### src/rtl/rs_alu_pkg.sv
// Shared definitions for the ALU reservation station.
// This package holds the operation encodings and the default datapath, tag and station sizes.
package rs_alu_pkg;

    localparam int DATA_W  = 32;
    localparam int ADDR_W  = 32;
    localparam int TAG_W   = 4;
    localparam int RS_SIZE = 8;
    localparam int OP_W    = 5;

    typedef enum logic [OP_W-1:0] {
        OP_ADD   = 5'd0,
        OP_SUB   = 5'd1,
        OP_AND   = 5'd2,
        OP_OR    = 5'd3,
        OP_XOR   = 5'd4,
        OP_SLL   = 5'd5,
        OP_SRL   = 5'd6,
        OP_SRA   = 5'd7,
        OP_SLT   = 5'd8,
        OP_SLTU  = 5'd9,
        OP_ADDI  = 5'd10,
        OP_ANDI  = 5'd11,
        OP_ORI   = 5'd12,
        OP_XORI  = 5'd13,
        OP_SLLI  = 5'd14,
        OP_SRLI  = 5'd15,
        OP_SRAI  = 5'd16,
        OP_SLTI  = 5'd17,
        OP_SLTIU = 5'd18,
        OP_LUI   = 5'd19,
        OP_AUIPC = 5'd20
    } op_e;

endpackage

### src/rtl/rs_select.sv
// Lowest-index priority encoder.
// The station uses one instance to find a free slot and another to pick the entry to dispatch.
module rs_select #(
    parameter int N     = 8,
    parameter int IDX_W = (N > 1) ? $clog2(N) : 1
) (
    input  logic [N-1:0]     req_i,
    output logic [IDX_W-1:0] idx_o,
    output logic             found_o
);

    // Scanning from the top down lets the lowest set bit win.
    always_comb begin
        idx_o   = '0;
        found_o = 1'b0;
        for (int i = N - 1; i >= 0; i--) begin
            if (req_i[i]) begin
                idx_o   = IDX_W'(i);
                found_o = 1'b1;
            end
        end
    end

endmodule

### src/rtl/rs_alu.sv
// ALU reservation station. It holds issued instructions until their operands arrive on the CDB,
// then dispatches the lowest-index ready entry each cycle through registered ALU outputs.
module rs_alu
    import rs_alu_pkg::*;
#(
    parameter int RS_SIZE = rs_alu_pkg::RS_SIZE,
    parameter int TAG_W   = rs_alu_pkg::TAG_W
) (
    input  logic              clk_in,
    input  logic              rst_in,
    input  logic              rdy_in,
    input  logic              flush,
    input  logic              issue_valid,
    input  op_e               issue_op,
    input  logic [ADDR_W-1:0] issue_pc,
    input  logic [DATA_W-1:0] issue_imm,
    input  logic [DATA_W-1:0] issue_vj,
    input  logic [DATA_W-1:0] issue_vk,
    input  logic              issue_qj_busy,
    input  logic              issue_qk_busy,
    input  logic [TAG_W-1:0]  issue_qj,
    input  logic [TAG_W-1:0]  issue_qk,
    input  logic [TAG_W-1:0]  issue_dest,
    output logic              full,
    input  logic              cdb_valid,
    input  logic [TAG_W-1:0]  cdb_tag,
    input  logic [DATA_W-1:0] cdb_value,
    output logic              alu_valid,
    output op_e               alu_op,
    output logic [DATA_W-1:0] alu_rs1,
    output logic [DATA_W-1:0] alu_rs2,
    output logic [ADDR_W-1:0] alu_pc,
    output logic [DATA_W-1:0] alu_imm,
    output logic [TAG_W-1:0]  alu_dest
);

    localparam int IDX_W = (RS_SIZE > 1) ? $clog2(RS_SIZE) : 1;

    logic [RS_SIZE-1:0] busy_q,   busy_d;
    logic [RS_SIZE-1:0] qjBusy_q, qjBusy_d;
    logic [RS_SIZE-1:0] qkBusy_q, qkBusy_d;
    op_e                op_q   [RS_SIZE];
    op_e                op_d   [RS_SIZE];
    logic [DATA_W-1:0]  vj_q   [RS_SIZE];
    logic [DATA_W-1:0]  vj_d   [RS_SIZE];
    logic [DATA_W-1:0]  vk_q   [RS_SIZE];
    logic [DATA_W-1:0]  vk_d   [RS_SIZE];
    logic [TAG_W-1:0]   qj_q   [RS_SIZE];
    logic [TAG_W-1:0]   qj_d   [RS_SIZE];
    logic [TAG_W-1:0]   qk_q   [RS_SIZE];
    logic [TAG_W-1:0]   qk_d   [RS_SIZE];
    logic [ADDR_W-1:0]  pc_q   [RS_SIZE];
    logic [ADDR_W-1:0]  pc_d   [RS_SIZE];
    logic [DATA_W-1:0]  imm_q  [RS_SIZE];
    logic [DATA_W-1:0]  imm_d  [RS_SIZE];
    logic [TAG_W-1:0]   dest_q [RS_SIZE];
    logic [TAG_W-1:0]   dest_d [RS_SIZE];

    logic              aluValid_q, aluValid_d;
    op_e               aluOp_q,    aluOp_d;
    logic [DATA_W-1:0] aluRs1_q,   aluRs1_d;
    logic [DATA_W-1:0] aluRs2_q,   aluRs2_d;
    logic [ADDR_W-1:0] aluPc_q,    aluPc_d;
    logic [DATA_W-1:0] aluImm_q,   aluImm_d;
    logic [TAG_W-1:0]  aluDest_q,  aluDest_d;

    logic [RS_SIZE-1:0] readyVec;
    logic [IDX_W-1:0]   freeIdx, readyIdx;
    logic               freeFound, readyFound;
    logic               issueJHit, issueKHit;

    // Readiness comes from registered state only, so a same-cycle issue or wake-up waits one cycle.
    assign readyVec = busy_q & ~qjBusy_q & ~qkBusy_q;

    rs_select #(.N(RS_SIZE), .IDX_W(IDX_W)) u_freeSelect (
        .req_i   (~busy_q),
        .idx_o   (freeIdx),
        .found_o (freeFound)
    );

    rs_select #(.N(RS_SIZE), .IDX_W(IDX_W)) u_readySelect (
        .req_i   (readyVec),
        .idx_o   (readyIdx),
        .found_o (readyFound)
    );

    assign full      = ~freeFound;
    assign issueJHit = issue_qj_busy && cdb_valid && (issue_qj == cdb_tag);
    assign issueKHit = issue_qk_busy && cdb_valid && (issue_qk == cdb_tag);

    always_comb begin
        busy_d     = busy_q;
        qjBusy_d   = qjBusy_q;
        qkBusy_d   = qkBusy_q;
        op_d       = op_q;
        vj_d       = vj_q;
        vk_d       = vk_q;
        qj_d       = qj_q;
        qk_d       = qk_q;
        pc_d       = pc_q;
        imm_d      = imm_q;
        dest_d     = dest_q;
        aluValid_d = aluValid_q;
        aluOp_d    = aluOp_q;
        aluRs1_d   = aluRs1_q;
        aluRs2_d   = aluRs2_q;
        aluPc_d    = aluPc_q;
        aluImm_d   = aluImm_q;
        aluDest_d  = aluDest_q;

        if (rdy_in) begin
            if (flush) begin
                busy_d     = '0;
                aluValid_d = 1'b0;
            end else begin
                for (int i = 0; i < RS_SIZE; i++) begin
                    if (cdb_valid && busy_q[i] && qjBusy_q[i] && (qj_q[i] == cdb_tag)) begin
                        vj_d[i]     = cdb_value;
                        qjBusy_d[i] = 1'b0;
                    end
                    if (cdb_valid && busy_q[i] && qkBusy_q[i] && (qk_q[i] == cdb_tag)) begin
                        vk_d[i]     = cdb_value;
                        qkBusy_d[i] = 1'b0;
                    end
                end

                aluValid_d = readyFound;
                if (readyFound) begin
                    aluOp_d          = op_q[readyIdx];
                    aluRs1_d         = vj_q[readyIdx];
                    aluRs2_d         = vk_q[readyIdx];
                    aluPc_d          = pc_q[readyIdx];
                    aluImm_d         = imm_q[readyIdx];
                    aluDest_d        = dest_q[readyIdx];
                    busy_d[readyIdx] = 1'b0;
                end

                // The free slot is always distinct from the dispatching entry, since one is idle and the other busy.
                if (issue_valid && !full) begin
                    busy_d[freeIdx]   = 1'b1;
                    op_d[freeIdx]     = issue_op;
                    pc_d[freeIdx]     = issue_pc;
                    imm_d[freeIdx]    = issue_imm;
                    dest_d[freeIdx]   = issue_dest;
                    qj_d[freeIdx]     = issue_qj;
                    qk_d[freeIdx]     = issue_qk;
                    qjBusy_d[freeIdx] = issue_qj_busy && !issueJHit;
                    qkBusy_d[freeIdx] = issue_qk_busy && !issueKHit;
                    vj_d[freeIdx]     = issueJHit ? cdb_value : issue_vj;
                    vk_d[freeIdx]     = issueKHit ? cdb_value : issue_vk;
                end
            end
        end
    end

    always_ff @(posedge clk_in or negedge rst_in) begin
        if (!rst_in) begin
            busy_q     <= '0;
            qjBusy_q   <= '0;
            qkBusy_q   <= '0;
            op_q       <= '{default: OP_ADD};
            vj_q       <= '{default: '0};
            vk_q       <= '{default: '0};
            qj_q       <= '{default: '0};
            qk_q       <= '{default: '0};
            pc_q       <= '{default: '0};
            imm_q      <= '{default: '0};
            dest_q     <= '{default: '0};
            aluValid_q <= 1'b0;
            aluOp_q    <= OP_ADD;
            aluRs1_q   <= '0;
            aluRs2_q   <= '0;
            aluPc_q    <= '0;
            aluImm_q   <= '0;
            aluDest_q  <= '0;
        end else begin
            busy_q     <= busy_d;
            qjBusy_q   <= qjBusy_d;
            qkBusy_q   <= qkBusy_d;
            op_q       <= op_d;
            vj_q       <= vj_d;
            vk_q       <= vk_d;
            qj_q       <= qj_d;
            qk_q       <= qk_d;
            pc_q       <= pc_d;
            imm_q      <= imm_d;
            dest_q     <= dest_d;
            aluValid_q <= aluValid_d;
            aluOp_q    <= aluOp_d;
            aluRs1_q   <= aluRs1_d;
            aluRs2_q   <= aluRs2_d;
            aluPc_q    <= aluPc_d;
            aluImm_q   <= aluImm_d;
            aluDest_q  <= aluDest_d;
        end
    end

    assign alu_valid = aluValid_q;
    assign alu_op    = aluOp_q;
    assign alu_rs1   = aluRs1_q;
    assign alu_rs2   = aluRs2_q;
    assign alu_pc    = aluPc_q;
    assign alu_imm   = aluImm_q;
    assign alu_dest  = aluDest_q;

endmodule

### config.mk
export PLATFORM = sky130hd
export DESIGN_NAME = rs_alu
export DESIGN_NICKNAME = d
export VERILOG_FILES = /design/src/rtl/rs_alu_pkg.sv /design/src/rtl/rs_select.sv /design/src/rtl/rs_alu.sv
export SDC_FILE = /design/constraint.sdc
export NUM_CORES = 2
export LEC_CHECK = 0
export BUFFER_PORTS_ARGS = -buffer_cell sky130_fd_sc_hd__buf_2
export CAP_MARGIN = 20
export CORE_MARGIN = 2
export CORE_UTILIZATION = 45
export CTS_CLUSTER_DIAMETER = 100
export CTS_CLUSTER_SIZE = 28
export DETAILED_ROUTE_END_ITERATION = 6
export GPL_TIMING_DRIVEN = 1
export PLACE_DENSITY = 0.6
export SYNTH_ARGS = -nofsm -noshare
export SYNTH_HDL_FRONTEND = slang
export SYNTH_HIERARCHICAL = 1
export SYNTH_SLANG_ARGS = --single-unit
export TNS_END_PERCENT = 10
### constraint.sdc
create_clock -name clk_in -period 2.75 [get_ports clk_in]
set_clock_uncertainty 0.2 [all_clocks]
set_input_delay 0.4125 -clock clk_in [delete_from_list [all_inputs] [get_ports clk_in]]
set_output_delay 0.4125 -clock clk_in [all_outputs]
set_load 0.02 [all_outputs]
==> impl_results.md <==
- Max Freq: 349 MHz
- Multi-input logic area: ~28000 µm²
- Failing checks: negative setup slack
- Fillcell total: ~12000
- I/O Pins: about 330
- DRC errors left: 0
- Pleak: ~0.037 µW
- Antenna Violating Nets Remaining: 0
- Initial detailed-routing violation count: about 7500
- Share of layout cells above drive strength 1: 0.229
- Post-synth top area cell: dfrtp_1
- Area grow syn2layout: 22.4%
- Int Pwr: between 30000 and 40000 µW
- Final net count: 6984
- Status: finished with violations
- Min-delay worst type: in2async
- Total GRT Usage: 0.335
- Crit-path max FO: 10
- Period utilisation layout: 1.04
- Reg2reg start: busy_q[2]
- Ys async rst share: 1.00
- Fin crit period: ~2.9 ns
- PortBufs: between 300 and 400
- Post-synthesis sequential element count: between 1000 and 1500
- Setup-failing EPs final: 84
- Via Count: ~55000
- RSZ-0062 raised after global routing: yes
- CTS sink count: around 1300
- Die height: 379 µm
- Flop2flop setup slack: -0.12 ns
- MaxCap Viol Count: 0
- Core area: between 100000 and 150000 µm²
- Root Driver: clkbuf_16
- CP Class: reg2reg
- HPWL Detailed: roughly 150000 µm
- Post-Place Worst Slack: -0.276 ns
- WL final: approximately 250000 µm
- Final GP Congestion: roughly 0.95
- Peak VDD IR: 553 µV
- Post-synth EDFFs: 0
- Comb pwr share: 0.285
- Setup ws final: -0.119 ns
- Slowest CP cell: dfrtp_1
- Pwr dens: 650 nW/µm²
- Site Rows: roughly 140
- Layout Cells excl Fill: 8698
- Worst-skew pair later-pin latency: ~0.76 ns
- Crit start category: register
- Seq pwr share: 0.505
- Yosys top cell area share: 0.523
- CTS tree: built
- GRT overflow: 0
- Sequential share of the synthesized area: 0.523
- Worst-margin pin slew: around 1.1 ns
- Via density: approximately 6.3
- Syn Inst Count: 6258
- Final slew viol count: 0
- WP depth: 14
- Worst-path cell chain: inv_2, buf_6, nor2b_4, o21bai_4, o41ai_4, buf_4, nand2b_4, buf_6, nor3_4, buf_12, o21ai_4, clkbuf_16, o32ai_1, a21oi_1
- Clock power frac: 0.210
- Clock Tree Buf Depth: 3
- Vias in the first global route: approximately 53000
- RR Endpoint: vj_q[63]
- Placed Cells: 8329
- YS warnings: 6
- Die area: approximately 140000 µm²
- Post-Syn Area: around 63000 µm²
- Avg WL per Cell: 28.9 µm
- Predominant post-synthesis flop cell: dfrtp_1
- Max transition margin: 0.269
- Critical Path Max Stage Delay: about 0.40 ns
- Initial antenna violation count: 22
- Fin. Hold Viols: 0
- Reg area: roughly 33000 µm²
- First-pass GRT wire length: ~360000 µm
- Crit path capture type: register
- Largest net degree at the start of global routing: ~130
- DRT Pass-1 Iters: 6
- Cts bufs inserted: 56
- Top Family by Delay on Critical Path: buffers and inverters
- Initial Utilization: 0.453
- CP required: between 3 and 4 ns
- Switching Share: 0.334
- Syn_nets: roughly 6400
- CP dominant cell by count: buf_6
- Avg Synthesized Cell Area: around 10 µm²
- Net switching power: between 15000 and 20000 µW
- Synth top area cells: dfrtp_1, nand2_1, mux4_2, o32ai_1, mux2i_1
- DIE WIDTH: around 380 µm
- R2R cell count: 14
- Number of distinct library cells after synthesis: 74
- Fin util: 0.555
- CP bufs+invs: 6
- WP data arrival: ~3.3 ns
- Clock transition at path regs: 0.12 ns
- H-tree Lvls: 2
[kinds of logic after synthesis]
kind of cell    Yosys count  synth area share
simple gates           2749             0.178
flops                  1322             0.523
compound gates         1004             0.113
buf+inv                 671            0.0507
mux                     440             0.125
xor+xnor                 72            0.0102
[power by group through the flow]
stage / clock [µW] / sequential [µW] / combinational [µW]
6_report: 10500 / 25400 / 14300
5_1_grt: 11300 / 25700 / 15500
4_1_cts: 10600 / 25300 / 13900
3_5_place_dp: 0 / 25600 / 13400
3_3_place_gp: 0 / 25600 / 13000
2_1_floorplan: 0 / 25700 / 7740
[cell usage after synthesis, drive strengths merged, types with 4 or more instances]
library cell and count:
xnor2 36, a21oi 245, o21ai 193, o221a 60
and3 44, o21bai 6, xor2 36, mux2i 166
a211oi 127, mux4 274, nand2b 10, nand3b 9
nor3 289, a221oi 112, nor2b 7, nand4 7
buf 345, a21o 4, nor4b 4, or2 11
a221o 30, o32ai 198, nand2 2151, clkbuf 257
nor4 8, or3 4, dfrtp 1322, o22ai 14
nor2 157, inv 69, nand3 32
[how the worst max path moves through the flow]
stage | startpoint | slack (ns) | end
2_1_floorplan | busy_q[2] | 0.08 | alu_op[2]
3_3_place_gp | busy_q[5] | -0.20 | vj_q[166]
3_5_place_dp | busy_q[5] | -0.28 | vj_q[172]
4_1_cts | busy_q[4] | -0.05 | full
5_1_grt | busy_q[5] | -0.22 | vj_q[63]
6_report | busy_q[2] | -0.12 | vj_q[63]
[final cells by class]
cell class,count,share of cell area
Clock inverter,12,0.00189
Multi-Input combinational cell,4265,0.367
Sequential cell,1322,0.427
Clock buffer,59,0.0187
Inverter,69,0.00335
Antenna cell,14,0.000453
Timing Repair Buffer,1081,0.151
Tap cell,1876,0.0303
[placed cells by master, fill, tap and decap left out, drive strengths merged, types with 77 or more instances in the layout]
master / instances
nor2: 157
nand2: 2151
clkbuf: 93
a21oi: 245
mux4: 274
a221oi: 112
o32ai: 198
nor3: 289
buf: 863
inv: 77
dfrtp: 1322
mux2i: 166
a211oi: 127
dlygate4sd3: 183
o21ai: 193
[through the flow]
stage / power [µW] / instance area [µm²] / TNS (ns) / hold slack, ns
floorplan: 33500 / 63300 / 0 / -0.0831
global placement: 38600 / 70700 / -38.52 / 0.121
detailed placement: 39000 / 70700 / -42.69 / 0.122
CTS: 49800 / 74800 / -0.291 / 0.155
global route: 52500 / 77400 / -31.50 / 0.208
finish: 50300 / 77400 / -3.14 / 0.183
[routing by layer]
layer	part of all wire	track usage
met3	0.11	0.0729
met1	0.39	0.455
met5	0.00056	0
met2	0.46	0.519
met4	0.050	0.147
[registers in the layout, indices dropped and copies added, names as in the netlist]
name	count
imm_q	256
pc_q	256
vj_q	256
vk_q	256
op_q	40
alu_imm	32
alu_pc	32
alu_rs1	32
alu_rs2	32
dest_q	32
qj_q	32
qk_q	32
busy_q	8
qjBusy_q	8
qkBusy_q	8
alu_op	5
alu_dest	4
alu_valid	1
[repair_timing]
| item | CTS | global route |
|---|---|---|
| endpoints found under the hold margin | 2120 | 0 |
| hold buffers | 183 | 0 |
| pin swaps | 9 | 45 |
| resized for setup | 70 | 312 |
| buffers inserted | 13 | 46 |
| cloned | 9 | 34 |
| endpoints found under the setup margin | 760 | 1185 |
[worst min-delay path: stages]
cell           delay (ns)
dlygate4sd3_1        0.57
buf_12               0.25
buf_12               0.23
Note: power is estimated with default switching activity, not from simulation.
